===== config.mk =====
export PLATFORM = sky130hd
export DESIGN_NAME = ram_nr1w
export DESIGN_NICKNAME = d
export VERILOG_FILES = /design/src/rtl/ram_pkg.sv /design/src/rtl/ram_clear_seq.sv /design/src/rtl/ram_nr1w.sv
export SDC_FILE = /design/constraint.sdc
export NUM_CORES = 1
export LEC_CHECK = 0
export CORE_ASPECT_RATIO = 1.4
export CORE_MARGIN = 5
export CORE_UTILIZATION = 45
export DETAILED_ROUTE_END_ITERATION = 6
export GPL_TIMING_DRIVEN = 0
export PLACE_DENSITY = 0.6
export SLEW_MARGIN = 0
export SYNTH_ARGS = -nofsm -noshare
export SYNTH_HDL_FRONTEND = slang
export SYNTH_SLANG_ARGS = --single-unit

===== constraint.sdc =====
create_clock -name clk -period 2.3 [get_ports clk]
set_input_delay 0.46 -clock clk [delete_from_list [all_inputs] [get_ports clk]]
set_output_delay 0.46 -clock clk [all_outputs]
set_load 0.1 [all_outputs]

===== src/rtl/ram_pkg.sv =====
// Shared types and helpers for the multi-read, single-write RAM.
// merge_be works on a fixed maximum width so the write and bypass paths share one definition.
package ram_pkg;

    typedef enum logic [0:0] {
        ST_CLEAR = 1'b0,
        ST_IDLE  = 1'b1
    } ram_state_e;

    // Widest word merge_be supports; one enable bit per data bit is the worst case (BYTE_W = 1).
    localparam int unsigned MAX_W     = 128;
    localparam int unsigned MAX_IDX_W = 7;

    // Number of words addressed by an aw-bit address.
    function automatic int unsigned depth_of(input int unsigned aw);
        return 32'd1 << aw;
    endfunction

    function automatic logic [MAX_W-1:0] merge_be(
        input logic [MAX_W-1:0] old_word,
        input logic [MAX_W-1:0] new_word,
        input logic [MAX_W-1:0] be,
        input int               byte_w
    );
        logic [MAX_W-1:0] res;
        int unsigned      lane;
        res = old_word;
        for (int unsigned i = 0; i < MAX_W; i++) begin
            lane = i / int'(byte_w);
            if (be[lane[MAX_IDX_W-1:0]]) begin
                res[i[MAX_IDX_W-1:0]] = new_word[i[MAX_IDX_W-1:0]];
            end
        end
        return res;
    endfunction

endpackage


===== src/rtl/ram_clear_seq.sv =====
// Clear sequencer: walks every address once after reset or on clear_req, holding busy high.
// The FSM state is brought out on a port so checkers can observe it directly.
module ram_clear_seq
    import ram_pkg::*;
#(
    parameter int A_WIDTH = 4
) (
    input  logic               clk,
    input  logic               rst_n,
    input  logic               clear_req,
    output logic               busy,
    output logic               clr_we,
    output logic [A_WIDTH-1:0] clr_addr,
    output ram_state_e         state
);

    ram_state_e         state_nx;
    logic [A_WIDTH-1:0] addr_nx;

    always_ff @(posedge clk or negedge rst_n) begin
        if (!rst_n) begin
            state    <= ST_CLEAR;
            clr_addr <= '0;
        end else begin
            state    <= state_nx;
            clr_addr <= addr_nx;
        end
    end

    always_comb begin
        state_nx = state;
        addr_nx  = clr_addr;
        busy     = 1'b0;
        clr_we   = 1'b0;
        case (state)
            ST_CLEAR: begin
                // clear_req is deliberately not looked at here: a pending clear is never extended.
                busy    = 1'b1;
                clr_we  = 1'b1;
                addr_nx = clr_addr + 1'b1;
                if (&clr_addr) begin
                    state_nx = ST_IDLE;
                end
            end
            ST_IDLE: begin
                if (clear_req) begin
                    state_nx = ST_CLEAR;
                    addr_nx  = '0;
                end
            end
            default: begin
                state_nx = ST_CLEAR;
                addr_nx  = '0;
            end
        endcase
    end

endmodule


===== src/rtl/ram_nr1w.sv =====
// Single-clock RAM with one byte-enabled write port and N_READ registered read ports.
// The clear sequencer owns the write port while busy; user reads and writes are dropped then.
module ram_nr1w
    import ram_pkg::*;
#(
    parameter int                   D_WIDTH   = 16,
    parameter int                   A_WIDTH   = 4,
    parameter int                   N_READ    = 2,
    parameter int                   BYTE_W    = 8,
    parameter int                   BYPASS    = 1,
    parameter logic [D_WIDTH-1:0]   CLEAR_VAL = '0
) (
    input  logic                        clk,
    input  logic                        rst_n,
    input  logic                        clear_req,
    output logic                        busy,
    input  logic                        we,
    input  logic [A_WIDTH-1:0]          waddr,
    input  logic [D_WIDTH-1:0]          wdata,
    input  logic [D_WIDTH/BYTE_W-1:0]   wbe,
    input  logic [N_READ-1:0]           re,
    input  logic [N_READ*A_WIDTH-1:0]   raddr,
    output logic [N_READ*D_WIDTH-1:0]   rdata,
    output logic [N_READ-1:0]           rvalid
);

    localparam int          NB    = D_WIDTH / BYTE_W;
    localparam int unsigned A_MAX = depth_of(A_WIDTH);

    // Handshake: re[k] is a one-cycle strobe with no backpressure; rvalid[k] is high for exactly
    // the cycle after an accepted strobe, and rdata port k holds its value whenever rvalid[k] is low.

    logic               clr_we;
    logic [A_WIDTH-1:0] clr_addr;
    ram_state_e         fsm_state;

    ram_clear_seq #(
        .A_WIDTH (A_WIDTH)
    ) u_clear_seq (
        .clk       (clk),
        .rst_n     (rst_n),
        .clear_req (clear_req),
        .busy      (busy),
        .clr_we    (clr_we),
        .clr_addr  (clr_addr),
        .state     (fsm_state)
    );

    logic               user_we;
    logic               w_en;
    logic [A_WIDTH-1:0] w_addr;
    logic [D_WIDTH-1:0] w_data;
    logic [NB-1:0]      w_be;

    assign user_we = we & ~busy;

    always_comb begin
        w_en   = user_we;
        w_addr = waddr;
        w_data = wdata;
        w_be   = wbe;
        if (clr_we) begin
            w_en   = 1'b1;
            w_addr = clr_addr;
            w_data = CLEAR_VAL;
            w_be   = '1;
        end
    end

    logic [D_WIDTH-1:0] mem [A_MAX];

    // No reset on the array: its contents are defined only by the clear sequencer.
    always_ff @(posedge clk) begin
        if (w_en) begin
            mem[w_addr] <= D_WIDTH'(merge_be(MAX_W'(mem[w_addr]), MAX_W'(w_data),
                                             MAX_W'(w_be), BYTE_W));
        end
    end

    logic [D_WIDTH-1:0] rd_word [N_READ];

    always_comb begin
        for (int k = 0; k < N_READ; k++) begin
            rd_word[k] = mem[raddr[k*A_WIDTH +: A_WIDTH]];
            if ((BYPASS != 0) && user_we && (waddr == raddr[k*A_WIDTH +: A_WIDTH])) begin
                rd_word[k] = D_WIDTH'(merge_be(MAX_W'(rd_word[k]), MAX_W'(wdata),
                                               MAX_W'(wbe), BYTE_W));
            end
        end
    end

    always_ff @(posedge clk or negedge rst_n) begin
        if (!rst_n) begin
            rdata  <= '0;
            rvalid <= '0;
        end else begin
            for (int k = 0; k < N_READ; k++) begin
                rvalid[k] <= re[k] & ~busy;
                if (re[k] && !busy) begin
                    rdata[k*D_WIDTH +: D_WIDTH] <= rd_word[k];
                end
            end
        end
    end

endmodule


==> results.py <==
metrics = {
    "clock_network": {
        "clockBufferDepth": 3,
        "cts_tree": "built",
        "numCtsBuffers": 29,
        "clk_latency_ns": 0.55,
        "htree_levels": 1,
        "clkSinkCount": 295,
        "cts.reportedPaths.clkPinSlew_ns": 0.06,
        "cts_root_buf": "clkbuf_16",
    },
    "run_status": {
        "violations": "setup timing",
        "status": "finished with violations",
    },
    "final_layout": {
        "final_util_pct": 52.89,
        "stdcell_count": 1280,
        "syn_to_final_growth_pct": 16.09,
        "drive_gt1_share_pct": 27.26,
        "final_area_um2": 15830,
        "fillers": 2416,
        "nets": 913,
        "n_antenna_cell": 0,
    },
    "synthesis": {
        "synth_edf_count": 256,
        "synth-async-reset-ratio_pct": 13.22,
        "seq_area_frac_synth_pct": 63.52,
        "ys_seq_elements": 295,
        "syn_inst": 778,
        "synth.distinct_cells": 37,
        "syn_area_um2": 13640,
        "syn_avg_cell_area_um2": 17.53,
        "synthFlopType": "edfxtp_1",
        "syn-num-nets": 815,
        "yosysWarnings": 0,
    },
    "hold_path": {
        "hp-class": "in2async",
    },
    "floorplan": {
        "die_y_um": 216.0,
        "fp.dieW_um": 157.1,
        "core-area_um2": 29940,
        "boundaryPins": 71,
        "die_area_um2": 33940,
        "rows": 75,
        "start_util_pct": 45.56,
    },
    "drt": {
        "vias": 8146,
        "viasPerCell": 6.364,
        "routedWlPerCell_um": 30.15,
        "totalWireLength_um": 38600,
        "drcViolationCount": 0,
        "dr.pass1.iters": 5,
        "drtIter0Drc": 744,
        "ant_nets": 0,
    },
    "sta": {
        "max_slew_margin_pct": 20.62,
        "final-setup-viol-count": 80,
        "rsz0062_at_grt": "true",
        "tightest_slew_ns": 1.186,
        "clock_skew_ns": 0.009555,
        "slew_violations": 0,
        "min_period_over_period_pct": 101.7,
        "post-route-min-period_ns": 2.338,
        "whs_ns": 0.05402,
        "fin_setup_tns_ns": -2.141,
        "layout_setup_ws_ns": -0.03805,
        "fmaxAchievable_ghz": 0.4277,
        "hold_viol": 0,
    },
    "power": {
        "ir_drop_mv": 0.9610,
        "netSwitchingPower_mw": 7.459,
        "seq_power_share_pct": 41.7,
        "p_leak_nw": 5.462,
        "p_clk_share_pct": 23.5,
        "p_int_mw": 11.85,
        "finalPower_mw": 19.31,
        "power.density_nw_per_um2": 1220,
        "switching_share_pct": 38.63,
        "p_comb_share_pct": 34.9,
    },
    "worst_setup_path": {
        "criticalPathCategory": "reg2reg",
        "worst_setup_path_end_kind": "flip-flop",
        "path_buf_inv": 2,
        "crit_chain": "buf_2 > buf_2 > a32oi_1 > a21o_1 > nor2_2",
        "cp-start-kind": "flip-flop",
        "startpoint": "u_clear_seq.state",
        "required_ns": 2.48,
        "crit_top_cell": "buf_2",
        "cp.arrival_ns": 2.52,
        "critPathTopFamily": "compound AO/OA/AOI/OAI gates",
        "worstReg2RegEnd": "mem[10][9]",
        "worstPathMaxFanout": 10,
        "cp-endpoint": "mem[10][9]",
        "reg2regPathDepth": 5,
        "critPathSlowestCell": "nor2_2",
        "cp_slowest_stage_delay_ns": 0.44,
        "reg2reg_slack_ns": -0.04,
        "r2r_start": "u_clear_seq.state",
        "path_depth": 5,
    },
    "place": {
        "dp.final_hpwl_um": 28100,
        "placed_cell_area_um2": 14780,
        "gp_congestion": 0.8839,
        "io_buffers": 66,
        "place_ws_ns": -0.7349,
        "placed_cells": 1229,
    },
    "grt": {
        "grt.total_usage_pct": 23.01,
        "grt_pass1_vias": 8857,
        "antenna_found_initial": 0,
        "grt_max_degree": 40,
        "grt_pass1_wl_um": 56900,
        "grt_overflow_total": 0,
    },
    "job": {
        "cap_violations": 0,
    },
}
-- how the worst min path moves through the flow --
stage | startpoint | to | depth (start not counted)
3_5_place_dp | rdata[17] | rdata[17] | 2
2_1_floorplan | rst_n | rdata[0] | 0
3_3_place_gp | rdata[26] | rdata[26] | 2
5_1_grt | rst_n | rdata[30] | 1
6_report | rst_n | rdata[11] | 1
4_1_cts | rst_n | rdata[29] | 1
-- state kept, by name, indices dropped and copies added (netlist names) --
register,count
u_clear_seq.clr_addr,4
mem,256
u_clear_seq.state,1
rvalid,2
rdata,32
-- power groups by stage --
stage | Sequential [mW] | Combinational [mW] | Clock, mW
3_5_place_dp | 8.18 | 6.59 | 0
6_report | 8.05 | 6.73 | 4.53
2_1_floorplan | 10.1 | 2.54 | 0
4_1_cts | 8.05 | 6.65 | 4.58
3_3_place_gp | 8.04 | 6.47 | 0
5_1_grt | 8.19 | 7.01 | 4.83
-- cell usage after synthesis (2+ instances only) --
library cell / number / area (µm²)
o221ai_1: 32 / 280.3
nor2_1: 87 / 326.6
nand4_1: 2 / 12.51
edfxtp_1: 256 / 7687
o22ai_1: 2 / 12.51
and2_1: 3 / 18.77
xnor2_1: 9 / 78.83
inv_1: 20 / 75.07
and4_1: 2 / 17.52
a22o_1: 64 / 560.5
clkbuf_1: 19 / 71.32
a21o_1: 6 / 45.04
dfrtp_1: 39 / 975.9
nand2b_1: 4 / 25.02
buf_1: 4 / 15.01
nand2_1: 41 / 153.9
o32a_1: 2 / 20.02
o21ai_1: 4 / 20.02
nor2b_1: 4 / 25.02
and3_1: 2 / 12.51
a31oi_1: 2 / 12.51
nand3_1: 8 / 40.04
buf_4: 6 / 45.04
a21oi_1: 2 / 10.01
mux4_2: 128 / 2883
buf_6: 6 / 67.56
buf_2: 14 / 70.07
-- area by class of cell --
cell class | count | area, µm² | share of cell area (%)
timing repair buffer | 67 | 630.6 | 3.983
clock buffer | 39 | 793.3 | 5.010
buffer | 49 | 281.5 | 1.778
sequential | 295 | 8663 | 54.72
inverter | 21 | 78.83 | 0.4979
tap | 385 | 481.7 | 3.043
multi-input combinational | 413 | 4805 | 30.35
clock inverter | 11 | 98.84 | 0.6243
-- per-layer routing --
layer	wire [µm]	global-route usage, %	vias up	part of all wire, %
li1	-	-	3428	-
met1	13080	26.31	4335	34
met2	21760	43.31	288	56
met3	1807	2.244	95	4.7
met4	1945	9.641	0	5.0
met5	0	0	-	0
-- cells in the final DEF, fill, tap and decap left out, types with 3 or more instances in the layout --
cell             Yosys  final
edfxtp_1           256    256
mux4_2             128    128
a22o_1              64     64
nor2_1              87     54
nand2_1             41     41
dfrtp_1             39     39
dlygate4sd2_1        0     34
o221ai_1            32     32
clkdlybuf4s50_1      0     30
clkbuf_16            0     29
inv_1               20     20
nor2_2               0     18
clkbuf_1            19     17
buf_2               14     16
nor2_4               0     15
clkbuf_2             0      9
xnor2_1              9      9
nand3_1              8      8
buf_4                6      7
buf_6                6      6
a21o_1               6      5
clkinv_1             0      5
nor2b_1              4      4
o21ai_1              4      4
clkinv_2             0      4
and2_1               3      3
nand2b_1             4      3
buf_1                4      3
clkbuf_8             0      3
-- logic make-up after synthesis --
family / count (synthesis) / synth area share (%)
AND/OR/NAND/NOR: 155 / 4.725
AO/OA/AOI/OAI: 119 / 7.330
XOR/XNOR: 10 / 0.6422
adder cells (fa/ha/maj): 1 / 0.09173
multiplexers: 128 / 21.14
flip-flops: 295 / 63.52
buffers and inverters: 70 / 2.550
-- timing repair --
action | 4_1_cts | 5_1_grt
resized for setup | 86 | 22
hold buffers | 0 | 0
setup endpoints to repair | 298 | 116
pin swaps | 0 | 2
gates cloned | 0 | 0
buffers inserted | 0 | 1
No activity file was read; power rests on OpenSTA's default activity.
